`src/rtl/scope_meas_sched.sv`:
```
// Measurement-window scheduler: hold-off, min/max/crossing accumulation over
// a fixed number of accepted samples, then result hand-off over valid/ready.
module scope_meas_sched #(
  parameter int unsigned WIN_LEN     = 1_000_000,
  parameter int unsigned HOLD_OFF    = 16,
  parameter int unsigned TIMEOUT_CYC = 5_000_000,
  parameter int unsigned HYST        = 4
) (
  input  logic        clk,
  input  logic        rst,
  input  logic        run,
  input  logic        single,
  input  logic        sample_valid,
  input  logic [7:0]  sample,
  output logic        res_valid,
  input  logic        res_ready,
  output logic [7:0]  res_max,
  output logic [7:0]  res_min,
  output logic [23:0] res_cross,
  output logic        res_timeout,
  output logic        busy
);

  typedef enum logic [1:0] {IDLE, HOLDOFF, ACQ, REPORT} state_t;

  localparam logic [31:0] WIN_LAST = 32'(WIN_LEN - 1);
  localparam logic [31:0] HO_LAST  = (HOLD_OFF > 0) ? 32'(HOLD_OFF - 1) : '0;
  localparam logic [31:0] TO_LAST  = 32'(TIMEOUT_CYC - 1);
  localparam logic [9:0]  HYST_W   = 10'(HYST);
  localparam state_t      FIRST_ST = (HOLD_OFF == 0) ? ACQ : HOLDOFF;

  state_t      state, state_nxt;
  logic [31:0] cnt;
  logic [31:0] cyc;
  logic [7:0]  thr;
  logic        armed;

  logic        start, ho_take, acq_take, win_done, to_hit, cyc_hit;
  logic [7:0]  max_nxt, min_nxt, thr_mid, hi, lo;
  logic [9:0]  hi_w;

  // State register plus registered handshake/status outputs
  always_ff @(posedge clk or posedge rst) begin
    if (rst) begin
      state     <= IDLE;
      res_valid <= 1'b0;
      busy      <= 1'b0;
    end else begin
      state     <= state_nxt;
      res_valid <= (state_nxt == REPORT);
      busy      <= (state_nxt != IDLE);
    end
  end

  // Next-state and per-cycle control decode
  always_comb begin
    state_nxt = state;
    start     = 1'b0;
    ho_take   = 1'b0;
    acq_take  = 1'b0;
    win_done  = 1'b0;
    to_hit    = 1'b0;
    cyc_hit   = (cyc == TO_LAST);
    unique case (state)
      IDLE: begin
        if (run || single) begin
          start     = 1'b1;
          state_nxt = FIRST_ST;
        end
      end
      HOLDOFF: begin
        ho_take = sample_valid;
        if (cyc_hit) begin
          to_hit    = 1'b1;
          state_nxt = REPORT;
        end else if (sample_valid && cnt == HO_LAST) begin
          state_nxt = ACQ;
        end
      end
      ACQ: begin
        acq_take = sample_valid;
        // the final sample beats a coincident timeout
        if (sample_valid && cnt == WIN_LAST) begin
          win_done  = 1'b1;
          state_nxt = REPORT;
        end else if (cyc_hit) begin
          to_hit    = 1'b1;
          state_nxt = REPORT;
        end
      end
      REPORT: begin
        if (res_ready) begin
          if (run) begin
            start     = 1'b1;
            state_nxt = FIRST_ST;
          end else begin
            state_nxt = IDLE;
          end
        end
      end
    endcase
  end

  // Accumulator next values, hysteresis window and next threshold
  always_comb begin
    max_nxt = (sample > res_max) ? sample : res_max;
    min_nxt = (sample < res_min) ? sample : res_min;
    thr_mid = 8'(({1'b0, max_nxt} + {1'b0, min_nxt}) >> 1);
    hi_w    = {2'b00, thr} + HYST_W;
    hi      = (hi_w > 10'd255) ? 8'hFF : hi_w[7:0];
    lo      = ({2'b00, thr} < HYST_W) ? 8'h00 : (thr - HYST_W[7:0]);
  end

  // Window counters, accumulators (which are the result registers) and threshold
  always_ff @(posedge clk or posedge rst) begin
    if (rst) begin
      cnt         <= '0;
      cyc         <= '0;
      res_max     <= '0;
      res_min     <= '1;
      res_cross   <= '0;
      res_timeout <= 1'b0;
      armed       <= 1'b0;
      thr         <= 8'd128;
    end else if (start) begin
      cnt         <= '0;
      cyc         <= '0;
      res_max     <= '0;
      res_min     <= '1;
      res_cross   <= '0;
      res_timeout <= 1'b0;
      armed       <= 1'b0;
    end else begin
      if (state == HOLDOFF || state == ACQ) cyc <= cyc + 32'd1;
      if (ho_take) cnt <= (cnt == HO_LAST) ? '0 : cnt + 32'd1;
      if (acq_take) begin
        cnt     <= cnt + 32'd1;
        res_max <= max_nxt;
        res_min <= min_nxt;
        if (armed && sample >= hi) begin
          if (res_cross != '1) res_cross <= res_cross + 24'd1;
          armed <= 1'b0;
        end else if (sample <= lo) begin
          armed <= 1'b1;
        end
      end
      if (to_hit) res_timeout <= 1'b1;
      if (win_done) thr <= thr_mid;
    end
  end

endmodule

```
`config.mk`:
```
export PLATFORM = sky130hd
export DESIGN_NAME = scope_meas_sched
export DESIGN_NICKNAME = d
export VERILOG_FILES = /design/src/rtl/scope_meas_sched.sv
export SDC_FILE = /design/constraint.sdc
export NUM_CORES = 1
export LEC_CHECK = 0
export BUFFER_PORTS_ARGS = -buffer_cell sky130_fd_sc_hd__buf_2
export CAP_MARGIN = 20
export CORE_ASPECT_RATIO = 1.2
export CORE_MARGIN = 2
export CORE_UTILIZATION = 55
export CTS_CLUSTER_DIAMETER = 200
export CTS_CLUSTER_SIZE = 40
export DETAILED_ROUTE_END_ITERATION = 16
export GPL_ROUTABILITY_DRIVEN = 0
export HOLD_SLACK_MARGIN = 0.02
export PLACE_DENSITY = 0.75
export SYNTH_ARGS = -nofsm -noshare
export SYNTH_HDL_FRONTEND = slang
export SYNTH_SLANG_ARGS = --single-unit
```
`constraint.sdc`:
```
create_clock -name clk -period 4.2 [get_ports clk]
set_input_delay 0.42 -clock clk [delete_from_list [all_inputs] [get_ports clk]]
set_output_delay 0.42 -clock clk [all_outputs]
set_load 0.005 [all_outputs]
```
==> key figures, run 1 <==
Global routing
  • Initial antenna violation count: 0
  • Total gr overflow: 0
  • Largest net degree at the start of global routing: 75
  • First-pass GRT wire length: 29,000 um
  • GR Util All Layers: 0.256
  • Vias in the first global route: 6,133

Drt
  • WL/cell: 16.4 um
  • Remaining antenna violation count: 0
  • Vias post-DR: 6,426
  • DR vias/cell: 6.03
  • Starting DRT DRC Count: 311
  • WL final: 17,500 um
  • Drt drc: 0
  • Drt first pass iters: 5

Synthesis
  • Yosys top cell area share: 0.368
  • Post-synth top cells: dfrtp_1, nand2_1, nor2_1
  • Synth top area cells: dfrtp_1, ha_1, nand2_1
  • Syn_area_per_cell: 8.95 um^2
  • FFs w/ async S/R, synth: 1.00
  • EDFF count, synth: 0
  • Synth Warn #: 0
  • Synth Instances: 827
  • Sequential area share after synthesis: 0.400
  • Synth Flop Type: dfrtp_1
  • Distinct cells, synth: 62
  • Register bit total from synthesis: 118
  • Mapped cell area: 7400 um^2
  • Syn nets: 891
  • Top-count cell post-synth: dfrtp_1
  • Biggest area consumer among synthesized cells: dfrtp_1

Clock network
  • Setup bufs post-CTS: 0
  • Sink Count: 118
  • CTS buffer count: 17
  • H-tree depth: 4
  • Reg clk slew, reported paths: 0.05 ns
  • Clock root buffer: clkbuf_16
  • Worst-skew pair later-pin latency: 0.42 ns
  • CTS Buffer Depth: 2
  • CTS tree: done

Timing
  • Slew Limit Fails: 0
  • Highest clock rate: 255 MHz
  • Final period util: 0.932
  • Max-slew headroom: 0.378
  • Final Hold Vio Count: 0
  • Setup Skew: 0.00690 ns
  • Final Setup Violations: 0
  • Slew @ Worst Pin: 0.933 ns
  • Min Tclk post-route: 3.91 ns

Die
  • DIE AREA: 14,400 um^2
  • Initial Util: 0.562
  • Core box area: 13,200 um^2
  • IO Count: 57
  • Cell row count: 46
  • Die Y: 131 um
  • Die outline width: 110 um

Critical path
  • CP cell instances: inv_1 -> ha_1 -> nor4bb_1 -> nand4_1 -> nor3b_1 -> a21oi_1 -> nor2b_1 -> or2_2 -> ha_1 -> nand2b_1 -> a21o_1 -> a21o_1 -> a21o_1 -> a21o_1 -> a2111oi_4 -> buf_4 -> nor3_2 -> a31o_2
  • Startpoint types: flip-flop
  • CP arrival: 4.23 ns
  • CP most frequent cell: a21o_1
  • Slowest CP cell: dfrtp_2
  • Crit-path max cell delay: 0.41 ns
  • CP Capture Type: flip-flop
  • CP max FO: 8
  • CP Class: flip-flop to flip-flop
  • WP data required: 4.51 ns
  • Reg2reg path depth: 18

Cells and area
  • # diodes: 0
  • Layout cells sized above 1: 0.153
  • Storage cell area: 2970 um^2
  • Final nets: 948
  • Post-route cell area: 8450 um^2
  • Area growth syn-to-layout: 14.1%
  • Area occupied by multi-input gates: 4190 um^2
  • # fillers: 1,109

Placed design
  • IO buf count: 56
  • Placement Cell Area: 7840 um^2
  • Hpwl dp: 12,400 um

Min path
  • Min-Delay Path Class: input port to async pin

Run
  • Max-Cap Viols: 0

Pwr
  • Combinational Power Share: 0.261
  • Power Density: 462 nW/um^2
  • Final Power: 3.90 mW
  • Clock power share: 0.375
  • Lkg Pwr: 3.91 nW
  • P_int: 2.63 mW
  • Seq pwr share: 0.364
  • Switching portion of total power: 0.326
  • Psw: 1.27 mW
  • VDD IR max: 0.269 mV

Run status
  • Status: finished, final reports clean
## state kept, by name, summed over array words and instances (netlist names)
signal / flops
armed: 1
cnt: 32
res_max: 8
busy: 1
thr: 8
state: 2
cyc: 32
res_valid: 1
res_cross: 24
res_min: 8
res_timeout: 1
## routing by layer
layer	GRT usage	wire (um)	up-vias
li1	-	-	3095
met1	0.312	7340	3126
met2	0.439	9050	169
met3	0.0504	744	36
met4	0.109	356	0
met5	0	0	-
## through the flow
step | hold WS, ns | setup WS, ns | std cells | TNS (ns) | utilization
after global routing | 0.293 | -0.00124 | 1065 | -0.00124 | 0.641
after CTS | 0.247 | 0.0281 | 1065 | 0 | 0.640
after floorplan | 0.458 | 0.0282 | 827 | 0 | -
after detailed placement | 0.509 | 0.0672 | 1033 | 0 | 0.595
after global placement | 0.479 | 0.218 | 1033 | 0 | 0.595
final | 0.196 | 0.286 | 1065 | 0 | 0.641
## logic make-up (layout without fill, tap and decap cells)
group,Yosys count,count (layout),share of synthesized area
simple gates,370,370,0.250
xor+xnor,39,39,0.0461
compound gates,163,163,0.144
buf+inv,60,130,0.0350
fa+ha+maj,50,50,0.0855
flops,118,118,0.400
mux,27,27,0.0382
## path summary, 6_finish.rpt
check / start / end / slack, ns
hold reg to reg: cyc[13] / cyc[13] / 0.52
hold / removal: rst / cyc[21] / 0.20
max in group asynchronous: rst / res_min[0] / 3.04
setup reg to reg: thr[2] / res_cross[2] / 0.29
min in group clk: sample[0] / res_max[0] / 0.28
setup / recovery: thr[2] / res_cross[2] / 0.29
## cell type report
cell class	instances	share of cell area
timing repair buffer	67	0.0430
clock buffer	24	0.0594
inverter	31	0.0141
clock inverter	8	0.0114
multi-input combinational	649	0.496
sequential	118	0.351
tap	168	0.0249
## placed cells by master, fill, tap and decap left out, types with 3 or more instances in the layout
cell       instances
or2_2              4
a21oi_1           30
o211ai_1          14
nor3_1            12
a31oi_1            4
nand2_1          105
or3_1             12
buf_2             56
xnor2_1           19
or4_1              4
clkbuf_8           5
nor2_1            79
ha_1              49
dfrtp_1          107
nand2b_1          11
o21ai_0           48
mux2_2            10
dfstp_2            9
nor3_2             3
clkinv_2           4
a211oi_1           7
nand3_1           43
a21o_1             7
and4_1            12
o31ai_1           14
mux2i_1           17
buf_4             11
inv_1             30
o21ai_1            6
xor2_1            20
o21a_1             6
nand4_1           21
clkbuf_16         17
and2_1            11
nor3b_1            5
and3_1            13
nor4_1            18
a21oi_2            5
nor2b_1           10
## power groups by stage
stage / clock network [mW] / registers, mW / logic (mW)
floorplan: 0 / 1.40 / 0.740
finish: 1.46 / 1.42 / 1.02
global placement: 0 / 1.42 / 0.958
global route: 1.53 / 1.44 / 1.14
CTS: 1.48 / 1.42 / 1.01
detailed placement: 0 / 1.43 / 1.01
## what timing repair did
item | 4_1_cts | 5_1_grt
hold buffers | 0 | 0
setup endpoints to repair | 0 | 16
endpoints found under the hold margin | 0 | 0
resized for setup | 0 | 3
## worst max-delay path, delay by kind of cell (launching register included)
| family | cells | cell delay (ns) |
|---|---|---|
| fa+ha+maj | 2 | 0.53 |
| compound gates | 7 | 1.39 |
| simple gates | 7 | 1.16 |
| buf+inv | 2 | 0.33 |
| flops | 1 | 0.41 |
(Power assumes the default switching activity.)
==> run 2: changes to the inputs <==
BUFFER_PORTS_ARGS = -buffer_cell sky130_fd_sc_hd__buf_4   (was -buffer_cell sky130_fd_sc_hd__buf_2)
==> key figures, run 2 (same netlist as run 1, synthesis figures left out) <==
Clock network
  • CTS buffer count: 17 (unchanged)
  • Reg clk slew, reported paths: 0.05 ns (about the same)
  • Clock root buffer: clkbuf_16
  • CTS tree: done
  • Sink Count: 118 (unchanged)
  • H-tree depth: 4 (unchanged)
  • CTS Buffer Depth: 2 (unchanged)
  • Post-CTS Hold Buffers: 0 (unchanged)
  • Worst-skew pair later-pin latency: 0.42 ns (about the same)

Timing
  • Final period util: 0.942 (+0.0100)
  • Slew Limit Fails: 0 (unchanged)
  • Final Hold Vio Count: 0 (unchanged)
  • Final Setup Violations: 0 (unchanged)
  • Max-slew headroom: 0.377 (-0.000888)
  • Highest clock rate: 253 MHz (-1.1%)
  • Min Tclk post-route: 3.96 ns (+0.0421 ns)
  • Slew @ Worst Pin: 0.935 ns (+0.00133 ns)
  • Setup Skew: 0.00636 ns (-0.000540 ns)

Die
  • Cell row count: 46 (unchanged)
  • Die outline width: 110 um (unchanged)
  • Die Y: 131 um (unchanged)
  • IO Count: 57 (unchanged)
  • DIE AREA: 14,400 um^2 (unchanged)
  • Core box area: 13,200 um^2 (unchanged)
  • Initial Util: 0.562 (unchanged)

Cells and area
  • Regs by FF count: cnt x32, cyc x32, res_cross x24
  • Commonest cells after routing, fill and taps aside: dfrtp_1, nand2_1, nor2_1
  • Commonest non-fill, non-tap cell in the layout: dfrtp_1
  • Area growth syn-to-layout: 16.0%
  • Layout Cells excl Fill: 1,066 (+0.094%)
  • # diodes: 0 (unchanged)
  • Layout cells sized above 1: 0.154 (+0.000944)
  • Storage cell area: 2970 um^2 (unchanged)
  • Area occupied by multi-input gates: 4210 um^2 (+0.36%)
  • Final Core Density: 0.652 (+0.0108)
  • # fillers: 1,095 (-1.3%)
  • Final nets: 949 (+0.11%)

Pwr
  • Final Power: 3.86 mW (-1.1%)
  • Lkg Pwr: 3.92 nW (+0.32%)
  • VDD IR max: 0.251 mV (-6.5%)
  • Power Density: 450 nW/um^2 (-2.7%)

Global routing
  • Vias in the first global route: 6,278 (+2.4%)
  • Largest net degree at the start of global routing: 74 (-1.3%)
  • GR Util All Layers: 0.261 (+0.00480)
  • Initial antenna violation count: 0 (unchanged)
  • Total gr overflow: 0 (unchanged)
  • First-pass GRT wire length: 29,400 um (+1.6%)

Critical path
  • WP data required: 4.55 ns (+0.04 ns)
  • CP Capture Type: flip-flop
  • Startpoint types: flip-flop
  • R2R Path End: res_cross[9]
  • CP Class: flip-flop to flip-flop
  • CP Capture Point: res_cross[9]
  • CP arrival: 4.31 ns (+0.08 ns)
  • CP max FO: 8 (unchanged)
  • Crit path launch: thr[2]
  • R2R Path Start: thr[2]
  • Reg2reg path depth: 19 (+1)
  • R2r setup slk: 0.24 ns (-0.04 ns)

Run
  • Max-Cap Viols: 0 (unchanged)

Drt
  • WL/cell: 16.6 um (+1.4%)
  • Vias post-DR: 6,422 (-0.062%)
  • WL final: 17,700 um (+1.5%)
  • Starting DRT DRC Count: 271 (-13%)
  • Drt drc: 0 (unchanged)
  • Remaining antenna violation count: 0 (unchanged)
  • DR vias/cell: 6.02 (-0.16%)
  • Drt first pass iters: 4 (-1)

Placed design
  • IO buf count: 56 (unchanged)
  • Hpwl dp: 12,500 um (+1.1%)
  • Placed Cells: 1,032 (-0.097%)

Min path
  • Min-Delay Path Class: input port to async pin

Run status
  • Status: finished, final reports clean
-- run 2: changes by cell type in the layout (fill, tap and decap cells not counted) --
cell,change
buf_2,-56
buf_4,+56
buf_6,+1
bufinv_16,-1
clkbuf_1,+1
clkinv_2,-1
clkinvlp_4,+1
nor4bb_1,-1
nor4bb_4,+1
-- run 2: how the worst min path moves through the flow --
stage | startpoint | to | slack, ns
2_1_floorplan | cyc[31] | cyc[31] | 0.46
3_3_place_gp | cyc[25] | cyc[25] | 0.48
3_5_place_dp | cnt[12] | cnt[12] | 0.48
4_1_cts | rst | cyc[27] | 0.25
5_1_grt | sample[0] | res_max[0] | 0.29
6_report | rst | cyc[26] | 0.21
-- run 2: worst max-delay path, cell delays in order, from the launching register on --
cell	delay (ns)
dfrtp_2	0.37
inv_1	0.09
ha_1	0.32
nor4bb_4	0.31
nand4_1	0.14
nor3b_1	0.21
a21oi_1	0.06
nor2b_1	0.18
or2_2	0.14
ha_1	0.21
nand2b_1	0.15
a21o_1	0.18
a21o_1	0.17
a21o_1	0.17
a21o_1	0.19
a2111oi_4	0.40
buf_6	0.19
nor3_2	0.09
a31oi_1	0.20
a41o_1	0.11
-- run 2: metal layers --
layer	track usage	up-vias	routed length (um)
li1	-	3088	-
met3	0.0544	44	767
met4	0.115	0	478
met5	0	-	0
met1	0.316	3141	7470
met2	0.446	149	9030
-- run 2: repair_timing --
action | 4_1_cts | 5_1_grt
pin swaps | 0 | 1
cloned | 0 | 0
setup buffers | 0 | 2
setup endpoints to repair | 13 | 25
resized for setup | 2 | 4
-- run 2: stage by stage --
stage | TNS, ns | cell area [um^2] | hold WS, ns | setup slack (ns)
6_report | 0 | 8590 | 0.214 | 0.244
5_1_grt | -0.00645 | 8590 | 0.288 | -0.00495
4_1_cts | 0 | 8560 | 0.246 | 0.00881
3_5_place_dp | -1.86 | 7970 | 0.485 | -0.216
3_3_place_gp | 0 | 7970 | 0.478 | 0.201
2_1_floorplan | 0 | 7400 | 0.458 | 0.0282
-- run 2: area by class of cell --
class,instances,share of cell area
clock buffers,25,0.0588
flip-flops and latches,118,0.345
inverters,31,0.0138
well taps,168,0.0245
multi-input cells,649,0.490
repair buffers,68,0.0599
clock inverters,7,0.00801
-- run 2: power by group --
group / internal [mW] / total, mW / switching, mW
Combinational: 0.428 / 1.03 / 0.604
Clock: 0.889 / 1.41 / 0.520
Sequential: 1.28 / 1.42 / 0.142
Total: 2.60 / 3.86 / 1.27
